<file path="src/rtl/spi_pkg.sv">
// ============================================================
// spi_pkg: shared state encoding and SPICR bit positions for the SPI transfer sequencer
// Revision 1.0
// ============================================================
`default_nettype none

package spi_pkg;

   typedef enum logic [2:0] {
      S_IDLE    = 3'd0,
      S_SETUP   = 3'd1,
      S_LOAD    = 3'd2,
      S_SHIFT   = 3'd3,
      S_WAIT_TX = 3'd4,
      S_HOLD    = 3'd5,
      S_DONE    = 3'd6
   } state_t;

   localparam int CPHA_BIT = 0;
   localparam int CPOL_BIT = 1;
   localparam int EN_BIT   = 2;

endpackage

`default_nettype wire

</file>
<file path="src/rtl/spi_guard_cnt.sv">
// ============================================================
// spi_guard_cnt: loadable down-counter with zero flag, timing CS setup and hold
// Revision 1.0
// ============================================================
`default_nettype none

module spi_guard_cnt
   import spi_pkg::*;
#(
   parameter int W = 4
) (
   input  logic         clk,
   input  logic         reset,
   input  logic         ld,
   input  logic [W-1:0] ld_val,
   input  logic         dec,
   output logic         zero
);

   logic [W-1:0] cnt;

   always_ff @(posedge clk) begin
      if (reset)
         cnt <= '0;
      else if (ld)
         cnt <= ld_val;
      else if (dec && (cnt != '0))
         cnt <= cnt - 1'b1;
   end

   assign zero = (cnt == '0);

endmodule

`default_nettype wire

</file>
<file path="src/rtl/spi_xfer_ctrl.sv">
// ============================================================
// spi_xfer_ctrl: SPI master transfer sequencer; define SPI_CS_GUARD_EN for GUARD_CYC-long CS setup/hold
// Revision 1.0
// ============================================================
`default_nettype none

module spi_xfer_ctrl
   import spi_pkg::*;
#(
   parameter int DATA_W    = 8,
   parameter int LEN_W     = 4,
   parameter int GUARD_CYC = 2
) (
   input  logic             clk,
   input  logic             reset,
   input  logic             start,
   input  logic [2:0]       spicr,
   input  logic [LEN_W-1:0] xfer_len,
   input  logic             sample_clk,
   input  logic             shift_clk,
   input  logic             tx_valid,
   output logic [2:0]       spicr_q,
   output logic             baud_en,
   output logic             cs_n,
   output logic             load,
   output logic             tx_req,
   output logic             rx_valid,
   output logic             busy,
   output logic             done
);

   localparam int               BIT_W    = $clog2(DATA_W + 1);
   localparam logic [BIT_W-1:0] BIT_LAST = BIT_W'(DATA_W - 1);
   localparam logic [BIT_W-1:0] BIT_FULL = BIT_W'(DATA_W);

   generate
      if (GUARD_CYC < 1 || GUARD_CYC > 15) begin : g_guard_range_err
         $error("GUARD_CYC must be within 1..15");
      end
   endgenerate

   state_t           state, state_d;
   logic [BIT_W-1:0] bit_cnt, bit_cnt_d;
   logic [LEN_W-1:0] byte_cnt, byte_cnt_d;
   logic [2:0]       spicr_d;
   logic             byte_end;
   logic             rx_valid_d;
   logic             guard_zero;

`ifdef SPI_CS_GUARD_EN
   localparam logic [3:0] GUARD_INIT = 4'(GUARD_CYC - 1);
   logic guard_ld, guard_dec;

   // Reload on entry to either guard state so SETUP and HOLD share one counter.
   assign guard_ld  = ((state_d == S_SETUP) && (state != S_SETUP)) ||
                      ((state_d == S_HOLD)  && (state != S_HOLD));
   assign guard_dec = (state == S_SETUP) || (state == S_HOLD);

   spi_guard_cnt #(.W(4)) u_guard_cnt (
      .clk    (clk),
      .reset  (reset),
      .ld     (guard_ld),
      .ld_val (GUARD_INIT),
      .dec    (guard_dec),
      .zero   (guard_zero)
   );
`else
   assign guard_zero = 1'b1;
`endif

   always_ff @(posedge clk) begin
      if (reset) begin
         state    <= S_IDLE;
         bit_cnt  <= '0;
         byte_cnt <= '0;
      end else begin
         state    <= state_d;
         bit_cnt  <= bit_cnt_d;
         byte_cnt <= byte_cnt_d;
      end
   end

   always_comb begin
      state_d    = state;
      bit_cnt_d  = bit_cnt;
      byte_cnt_d = byte_cnt;
      spicr_d    = spicr_q;
      rx_valid_d = 1'b0;
      byte_end   = 1'b0;
      case (state)
         S_IDLE: begin
            if (start && spicr[EN_BIT]) begin
               state_d    = S_SETUP;
               spicr_d    = spicr;
               byte_cnt_d = xfer_len;
               bit_cnt_d  = '0;
            end
         end
         S_SETUP: if (guard_zero) state_d = S_LOAD;
         S_LOAD:  state_d = S_SHIFT;
         S_SHIFT: begin
            // Sample wins over a coincident shift pulse.
            if (sample_clk) begin
               if (bit_cnt < BIT_FULL)
                  bit_cnt_d = bit_cnt + 1'b1;
               if (bit_cnt == BIT_LAST) begin
                  rx_valid_d = 1'b1;
                  byte_end   = spicr_q[CPHA_BIT];
               end
            end else if (shift_clk && !spicr_q[CPHA_BIT] && (bit_cnt == BIT_FULL)) begin
               byte_end = 1'b1;
            end
            if (byte_end) begin
               bit_cnt_d = '0;
               if (byte_cnt == '0) begin
                  state_d = S_HOLD;
               end else begin
                  byte_cnt_d = byte_cnt - 1'b1;
                  state_d    = S_WAIT_TX;
               end
            end
         end
         S_WAIT_TX: if (tx_valid) state_d = S_LOAD;
         S_HOLD:    if (guard_zero) state_d = S_DONE;
         S_DONE:    state_d = S_IDLE;
         default:   state_d = S_IDLE;
      endcase
   end

   // Outputs are registered from the next-state decode so they line up with the state.
   always_ff @(posedge clk) begin
      if (reset) begin
         spicr_q  <= '0;
         cs_n     <= 1'b1;
         baud_en  <= 1'b0;
         load     <= 1'b0;
         tx_req   <= 1'b0;
         rx_valid <= 1'b0;
         busy     <= 1'b0;
         done     <= 1'b0;
      end else begin
         spicr_q  <= spicr_d;
         cs_n     <= (state_d == S_IDLE) || (state_d == S_DONE);
         baud_en  <= (state_d == S_SHIFT);
         load     <= (state_d == S_LOAD);
         tx_req   <= (state_d == S_LOAD) && (byte_cnt_d != '0);
         rx_valid <= rx_valid_d;
         busy     <= (state_d != S_IDLE) && (state_d != S_DONE);
         done     <= (state_d == S_DONE);
      end
   end

endmodule

`default_nettype wire

</file>
<file path="config.mk">
export PLATFORM = sky130hd
export DESIGN_NAME = spi_xfer_ctrl
export DESIGN_NICKNAME = d
export VERILOG_FILES = /design/src/rtl/spi_pkg.sv /design/src/rtl/spi_guard_cnt.sv /design/src/rtl/spi_xfer_ctrl.sv
export SDC_FILE = /design/constraint.sdc
export NUM_CORES = 1
export LEC_CHECK = 0
export CAP_MARGIN = 20
export CORE_ASPECT_RATIO = 1.2
export CORE_MARGIN = 4
export CORE_UTILIZATION = 55
export CTS_BUF_LIST = sky130_fd_sc_hd__clkbuf_2
export CTS_CLUSTER_SIZE = 24
export DETAILED_ROUTE_END_ITERATION = 16
export DONT_BUFFER_PORTS = 1
export PLACE_DENSITY = 0.77
export SLEW_MARGIN = 20
export SYNTH_ARGS = -nofsm -noshare
export SYNTH_HDL_FRONTEND = slang
export SYNTH_SLANG_ARGS = --single-unit
</file>
<file path="constraint.sdc">
create_clock -name clk -period 4.3 [get_ports clk]
set_input_delay 0.43 -clock clk [delete_from_list [all_inputs] [get_ports clk]]
set_output_delay 0.43 -clock clk [all_outputs]
set_load 0.03 [all_outputs]
</file>
==> metrics.md, run 1 <==
| Metric | Value |
|---|---|
| Outcome | finished, final reports clean |
| Vias per inst | 6.144 |
| Peak supply drop | 200.6 uV |
| Slew headroom | 63.45% |
| CP bufs+invs | 1 |
| Tot Pwr | 355.5 uW |
| Setup Skew | 3.703 ps |
| Dpl cells | ~130 |
| Min-Delay Endpoint | spicr_q[0] |
| Critical path's slowest cell | dfxtp_1 |
| Internal Power | 251.5 uW |
| Port Buffer Count | 0 |
| Via Count | just over 800 |
| Mapped Nets | between 100 and 150 |
| Die area | roughly 2900 um2 |
| Worst flop-to-flop path endpoint | tx_req |
| Core area | around 1900 um2 |
| Share of cells above drive strength 1 | approximately 22% |
| Setup bufs post-CTS | 0 |
| Diodes inserted | 0 |
| 1st-iter DRT viols | 19 |
| Drt pass-1 iters | 4 |
| Chip width | between 40 and 50 um |
| Overall routed net length | roughly 2100 um |
| Clock slew at reported path FFs | roughly 190 ps |
| Power density cells | 302.0 nW/um2 |
| Hold_buf cts | 0 |
| Combinational power share | between 10% and 20% |
| Hold Startpoint | reset |
| Setup CP Type | flop to flop |
| I/O pin total | 23 |
| CTS tree | done |
| Storage cell area | approximately 420 um2 |
| Sw Share | between 20% and 30% |
| Clock tree buffer depth | 2 |
| Critical path required time | roughly 4500 ps |
| Register bit total from synthesis | 21 |
| Antenna violations before repair | 0 |
| Count of cell types in the netlist | 46 |
| Max-cap violations | 0 |
| CP peak stage delay | ~420 ps |
| Avg WL per Cell | about 16 um |
| Cell Area, Synth | between 1000 and 1500 um2 |
| Post-Layout Cell Count | 132 |
| Hold Path Class | primary input to flop |
| Fmax | between 0.5 and 0.6 GHz |
| Post-route ant nets | 0 |
| Max Transition Viols Final | 0 |
| R2R cell count | 7 |
| Post-synth top flop | dfxtp_1 |
| Tmin final | around 1800 ps |
| Delay-heaviest family, CP | compound AO/OA/AOI/OAI gates |
| Final setup fails | 0 |
| First-pass GRT wire length | between 3000 and 4000 um |
| NetSw | 104.0 uW |
| Clock Power Share | between 20% and 30% |
| P_leak | between 0.4 and 0.5 nW |
| Mean Syn Cell Area | 10.30 um2 |
| Largest fanout on the critical path | 4 |
| Grt total ovfl | 0 |
| CP startpoint kind | flop |
| Sequential element share of the synthesized area | roughly 36% |
| CP endpoint kind | flop |
| Final WS setup | about 2500 ps |
| Post-synthesis async set-or-reset flop share | 0% |
| Vias in the first global route | 875 |
| Setup slack, reg-to-reg | roughly 2500 ps |
| Hpwl dp | about 1600 um |
| Post-cts sizing count | 0 |
| Die height | 58.39 um |
| Unrepaired setup endpoints after global routing | no |
| Post-route DRC | 0 |
| Cell Rows | 17 |
| Num CTS Buffers | 3 |
| YS warnings | 0 |
| Initial core utilization | 60.78% |
| Area growth syn-to-layout | 1.183% |
| Final setup TNS | 0 ps |
| CP Cell Sequence | inv_1, ha_1, nor3b_2, nor2_1, a21oi_2, a221oi_2, a41oi_2 |
| EDFF count, synth | 0 |
| Sequential Power Share | a little over three fifths |
| Footprint of the multi-input gates | 675.6 um2 |
| Count of final hold-check violations | 0 |
| Layout fillers | about 170 |
| Routability cong. | 0.8623 |
| Overall Global Routing Usage | ~17% |
| Reg-to-Reg Start | byte_cnt[0] |
| CTS Root Cell | clkbuf_2 |
| Worst Tran Pin Value | roughly 550 ps |
| Final nets | 130 |
| Period utilisation layout | 40.88% |
| Hold path cells | 1 |
| Clock Latency Late Sink | 310 ps |
| Largest net degree at the start of global routing | 17 |
| DP Worst Slack | ~2600 ps |
| H-tree levels | 1 |
| Mapped Cells | roughly 110 |
| Clock Sinks | 21 |
| Crit path arrival time | between 1500 and 2000 ps |
area by class of cell:
| type | instances | area share, % |
|---|---|---|
| inverters | 10 | 3.188 |
| flip-flops and latches | 21 | 35.71 |
| clock buffers | 4 | 1.700 |
| well taps | 19 | 2.019 |
| multi-input cells | 78 | 57.39 |
worst max-delay path by stage:
stage	slack, ps	endpoint	cells after the start	startpoint
CTS	2530	tx_req	7	byte_cnt[0]
finish	2540	tx_req	7	byte_cnt[0]
floorplan	2700	tx_req	7	byte_cnt[0]
detailed placement	2550	tx_req	7	byte_cnt[0]
global placement	2610	tx_req	7	byte_cnt[0]
global route	2380	tx_req	7	byte_cnt[0]
synthesized netlist by cell type, types with 2 or more instances:
cell type   n  share of area, %
a211oi_1    2               1.3
a211oi_2    2               2.2
a21oi_1     7               3.0
a221oi_2    2               2.6
buf_4       2               1.3
dfxtp_1    21                36
ha_1        3               3.2
inv_1      10               3.2
mux2i_1     2               1.7
nand2_1     7               2.3
nand4bb_4   2               4.7
nor2_1     15               4.8
nor3_1      2              0.86
nor4_2      2               2.2
o21ai_0     3               1.3
power groups by stage:
stage	logic (mW)	clock network (mW)	registers (mW)
after floorplan	0.0498	0	0.224
final	0.0489	0.0815	0.225
after global routing	0.0558	0.0954	0.227
after detailed placement	0.0494	0	0.230
after CTS	0.0497	0.0854	0.225
after global placement	0.0478	0	0.229
flip-flops by register name, summed over array words and instances, names as in the netlist, 3 cells and up:
signal    cells
bit_cnt       4
spicr_q       3
state         3
byte_cnt      4
worst register-to-register path, delay by kind of cell (launching register included):
kind | cells | cell delay [ps]
buf+inv | 1 | 80
flops | 1 | 420
simple gates | 2 | 360
fa+ha+maj | 1 | 260
compound gates | 3 | 530
through the flow:
stage	area, um2	util, %	hold WS, ps
CTS	1177	61.50	137.0
global placement	1157	60.46	501.7
floorplan	1164	-	505.9
global route	1177	61.50	105.0
detailed placement	1157	60.46	504.1
finish	1177	61.50	154.9
cell usage in the layout, fill, tap and decap left out, types with 2 or more instances in the layout:
| cell | count |
|---|---|
| o21ai_0 | 3 |
| a211oi_2 | 2 |
| a21oi_1 | 7 |
| clkbuf_2 | 4 |
| nand2_1 | 7 |
| ha_1 | 3 |
| nor2_1 | 15 |
| mux2i_1 | 2 |
| nor4_2 | 2 |
| dfxtp_1 | 21 |
| nand4bb_4 | 2 |
| a211oi_1 | 2 |
| a221oi_2 | 2 |
| inv_1 | 10 |
| nor3_1 | 2 |
logic make-up (layout without fill, tap and decap cells):
kind of cell / Yosys count / after routing / synth area share, %
XOR/XNOR: 2 / 2 / 1.506
multiplexers: 2 / 2 / 1.720
buffers and inverters: 14 / 14 / 5.806
AO/OA/AOI/OAI: 28 / 28 / 22.15
flip-flops: 21 / 21 / 36.13
AND/OR/NAND/NOR: 43 / 43 / 29.46
adder cells (fa/ha/maj): 3 / 3 / 3.226
routing by layer:
layer	global-route usage [%]	part of all wire, %
met2	30.22	51
met1	17.97	41
met4	9.091	1.7
met5	0	0
met3	5.316	6.6
Power figures use the tool's default switching activity.
==> inputs of run 2 (changes only) <==
--- a/config.mk
+++ b/config.mk
@@ -13,7 +13,7 @@
 export CTS_CLUSTER_SIZE = 24
 export DETAILED_ROUTE_END_ITERATION = 16
 export DONT_BUFFER_PORTS = 1
-export PLACE_DENSITY = 0.77
+export PLACE_DENSITY = 0.8
 export SLEW_MARGIN = 20
 export SYNTH_ARGS = -nofsm -noshare
 export SYNTH_HDL_FRONTEND = slang
==> constraint.sdc (replaced) <==
create_clock -name clk -period 1.54 [get_ports clk]
set_input_delay 0.154 -clock clk [delete_from_list [all_inputs] [get_ports clk]]
set_output_delay 0.154 -clock clk [all_outputs]
set_load 0.03 [all_outputs]
==> run 2 against run 1 <==
Net effect:
- combinational power grew to 4.7 times the previous value
- largest power group unchanged
- the run now ends with setup timing left
- clock skew is 2.5 ps lower
- critical path depth is 1 lower
- sequential power grew to 2.8 times the previous value
- total power grew to 3.0 times the previous value
- hold slack worse by 46 ps
- clock power grew to 2.7 times the previous value
==> metrics.md, run 2 (synthesis results as in run 1) <==
| Metric | Value |
|---|---|
| Overall routed net length | 2546 um |
| Die height | approximately 60 um |
| DP Worst Slack | -122.1 ps |
| Power density cells | approximately 740 nW/um2 |
| H-tree levels | 1 |
| Peak supply drop | 511.7 uV |
| Sequential Power Share | about 58% |
| CP endpoint kind | flop |
| Setup slack, reg-to-reg | -40 ps |
| Post-route DRC | 0 |
| Post-Route Utilization | 76.21% |
| Grt total ovfl | 0 |
| Drt pass-1 iters | 4 |
| Clock tree buffer depth | 2 |
| Diodes inserted | 0 |
| Crit path arrival time | approximately 1800 ps |
| Antenna violations before repair | 0 |
| Routability cong. | 0.9525 |
| Final setup fails | 1 |
| Hold path cells | 4 |
| P_leak | 0.5630 nW |
| Failing checks | setup timing |
| Sw Share | between 30% and 40% |
| Worst Tran Pin Value | 501.5 ps |
| Internal Power | 747.6 uW |
| Final nets | 152 |
| Combinational power share | 21.6% |
| First-pass GRT wire length | between 4000 and 5000 um |
| I/O pin total | 23 |
| Vias in the first global route | between 900 and 1000 |
| Hpwl dp | 1921 um |
| Setup bufs post-CTS | 0 |
| Final setup TNS | -36.29 ps |
| Num CTS Buffers | 3 |
| Area growth syn-to-layout | 25.38% |
| Most common cell after layout, fill and taps aside | dfxtp_1 |
| Hold Path Class | primary input to flop |
| Max Transition Viols Final | 0 |
| R2R cell count | 6 |
| Period utilisation layout | 102.4% |
| Max-cap violations | 0 |
| NetSw | 325.8 uW |
| CP peak stage delay | around 400 ps |
| Post-Layout Cell Count | between 150 and 200 |
| Core area | roughly 1900 um2 |
| Largest fanout on the critical path | 6 |
| Clock Power Share | between 20% and 30% |
| Vias per inst | approximately 6 |
| Clock Sinks | 21 |
| Biggest regs | bit_cnt: 4 flops, byte_cnt: 4 flops |
| Cell Rows | 17 |
| Avg WL per Cell | 16.53 um |
| Clock slew at reported path FFs | between 150 and 200 ps |
| CP bufs+invs | 0 |
| Clock Latency Late Sink | between 300 and 400 ps |
| CP Cell Sequence | ha_4, nand4b_4, o22ai_4, a21oi_2, a221oi_2, a41oi_2 |
| Critical path's slowest cell | dfxtp_4 |
| Delay-heaviest family, CP | compound AO/OA/AOI/OAI gates |
| Share of cells above drive strength 1 | about two fifths |
| Slew headroom | around two thirds |
| Dpl cells | ~140 |
| Tmin final | 1576 ps |
| Setup CP Type | flop to flop |
| Largest net degree at the start of global routing | 15 |
| Via Count | 910 |
| CTS Root Cell | clkbuf_2 |
| Outcome | finished, violations left |
| Setup Skew | around 1.2 ps |
| CP startpoint kind | flop |
| 1st-iter DRT viols | 4 |
| Critical path depth | 6 |
| Count of final hold-check violations | 0 |
| Initial core utilization | 60.78% |
| Port Buffer Count | 0 |
| Overall Global Routing Usage | between 10% and 20% |
| Die area | just under 3000 um2 |
| CTS tree | done |
| Critical path required time | roughly 1800 ps |
| Fmax | 0.6344 GHz |
| Most frequent cells in the layout | 16 x dfxtp_1, 14 x nor2_1, 12 x buf_4, 9 x dlygate4sd3_1, 8 x inv_1 |
| Final WS setup | -36.29 ps |
| Chip width | ~50 um |
| Post-route ant nets | 0 |
| Unrepaired setup endpoints after global routing | yes |
-- run 2: final cells by class --
class                      instances  area [um2]
multi-input combinational         78       745.7
timing repair buffer              22       200.2
fill                             128       455.4
clock buffer                       3       15.01
sequential                        21       431.7
clock inverter                     1       5.005
tap                               19       23.77
inverter                          10       37.54
-- run 2: power groups by stage --
| stage | logic [mW] | registers [mW] | clock network (mW) |
|---|---|---|---|
| floorplan | 0.148 | 0.626 | 0 |
| global placement | 0.186 | 0.631 | 0 |
| detailed placement | 0.191 | 0.632 | 0 |
| CTS | 0.225 | 0.622 | 0.235 |
| global route | 0.254 | 0.627 | 0.261 |
| finish | 0.232 | 0.622 | 0.219 |
-- run 2: through the flow --
stage | hold WS, ps | power, mW | cell area (um2)
floorplan | 229.9 | 0.7737 | 1186
global placement | 219.2 | 0.8163 | 1290
detailed placement | 220.3 | 0.8231 | 1290
CTS | 14.36 | 1.083 | 1439
global route | 132.5 | 1.142 | 1459
finish | 108.7 | 1.073 | 1459
-- run 2: repair_timing --
action	CTS	global route
cloned	0	0
hold buffers	8	1
endpoints found under the hold margin	15	5
resized for setup	12	5
endpoints found under the setup margin	9	10
pin swaps	6	2
-- run 2: path summary, 6_finish.rpt --
check	start	end
setup / recovery	bit_cnt[0]	tx_req
setup reg to reg	bit_cnt[0]	tx_req
hold / removal	tx_valid	state[1]
hold reg to reg	spicr_q[0]	spicr_q[0]
-- run 2: layer usage --
layer / vias up / GRT usage, % / wire (um)
li1: 445 / - / -
met2: 32 / 36.01 / 1362
met1: 423 / 19.81 / 943
met3: 10 / 3.291 / 122
met4: 0 / 14.23 / 116
met5: - / 0 / 0
-- run 2: worst min-delay path, stage by stage --
cell	delay, ps
a21oi_1	40
nor2_1	90
a21oi_1	50
nor2_1	70
==> inputs of run 3 (changes only) <==
--- a/config.mk
+++ b/config.mk
@@ -5,7 +5,6 @@
 export SDC_FILE = /design/constraint.sdc
 export NUM_CORES = 1
 export LEC_CHECK = 0
-export CAP_MARGIN = 20
 export CORE_ASPECT_RATIO = 1.2
 export CORE_MARGIN = 4
 export CORE_UTILIZATION = 55
==> results of run 3 <==
Final layout, timing and power as in run 2 (identical DEF).
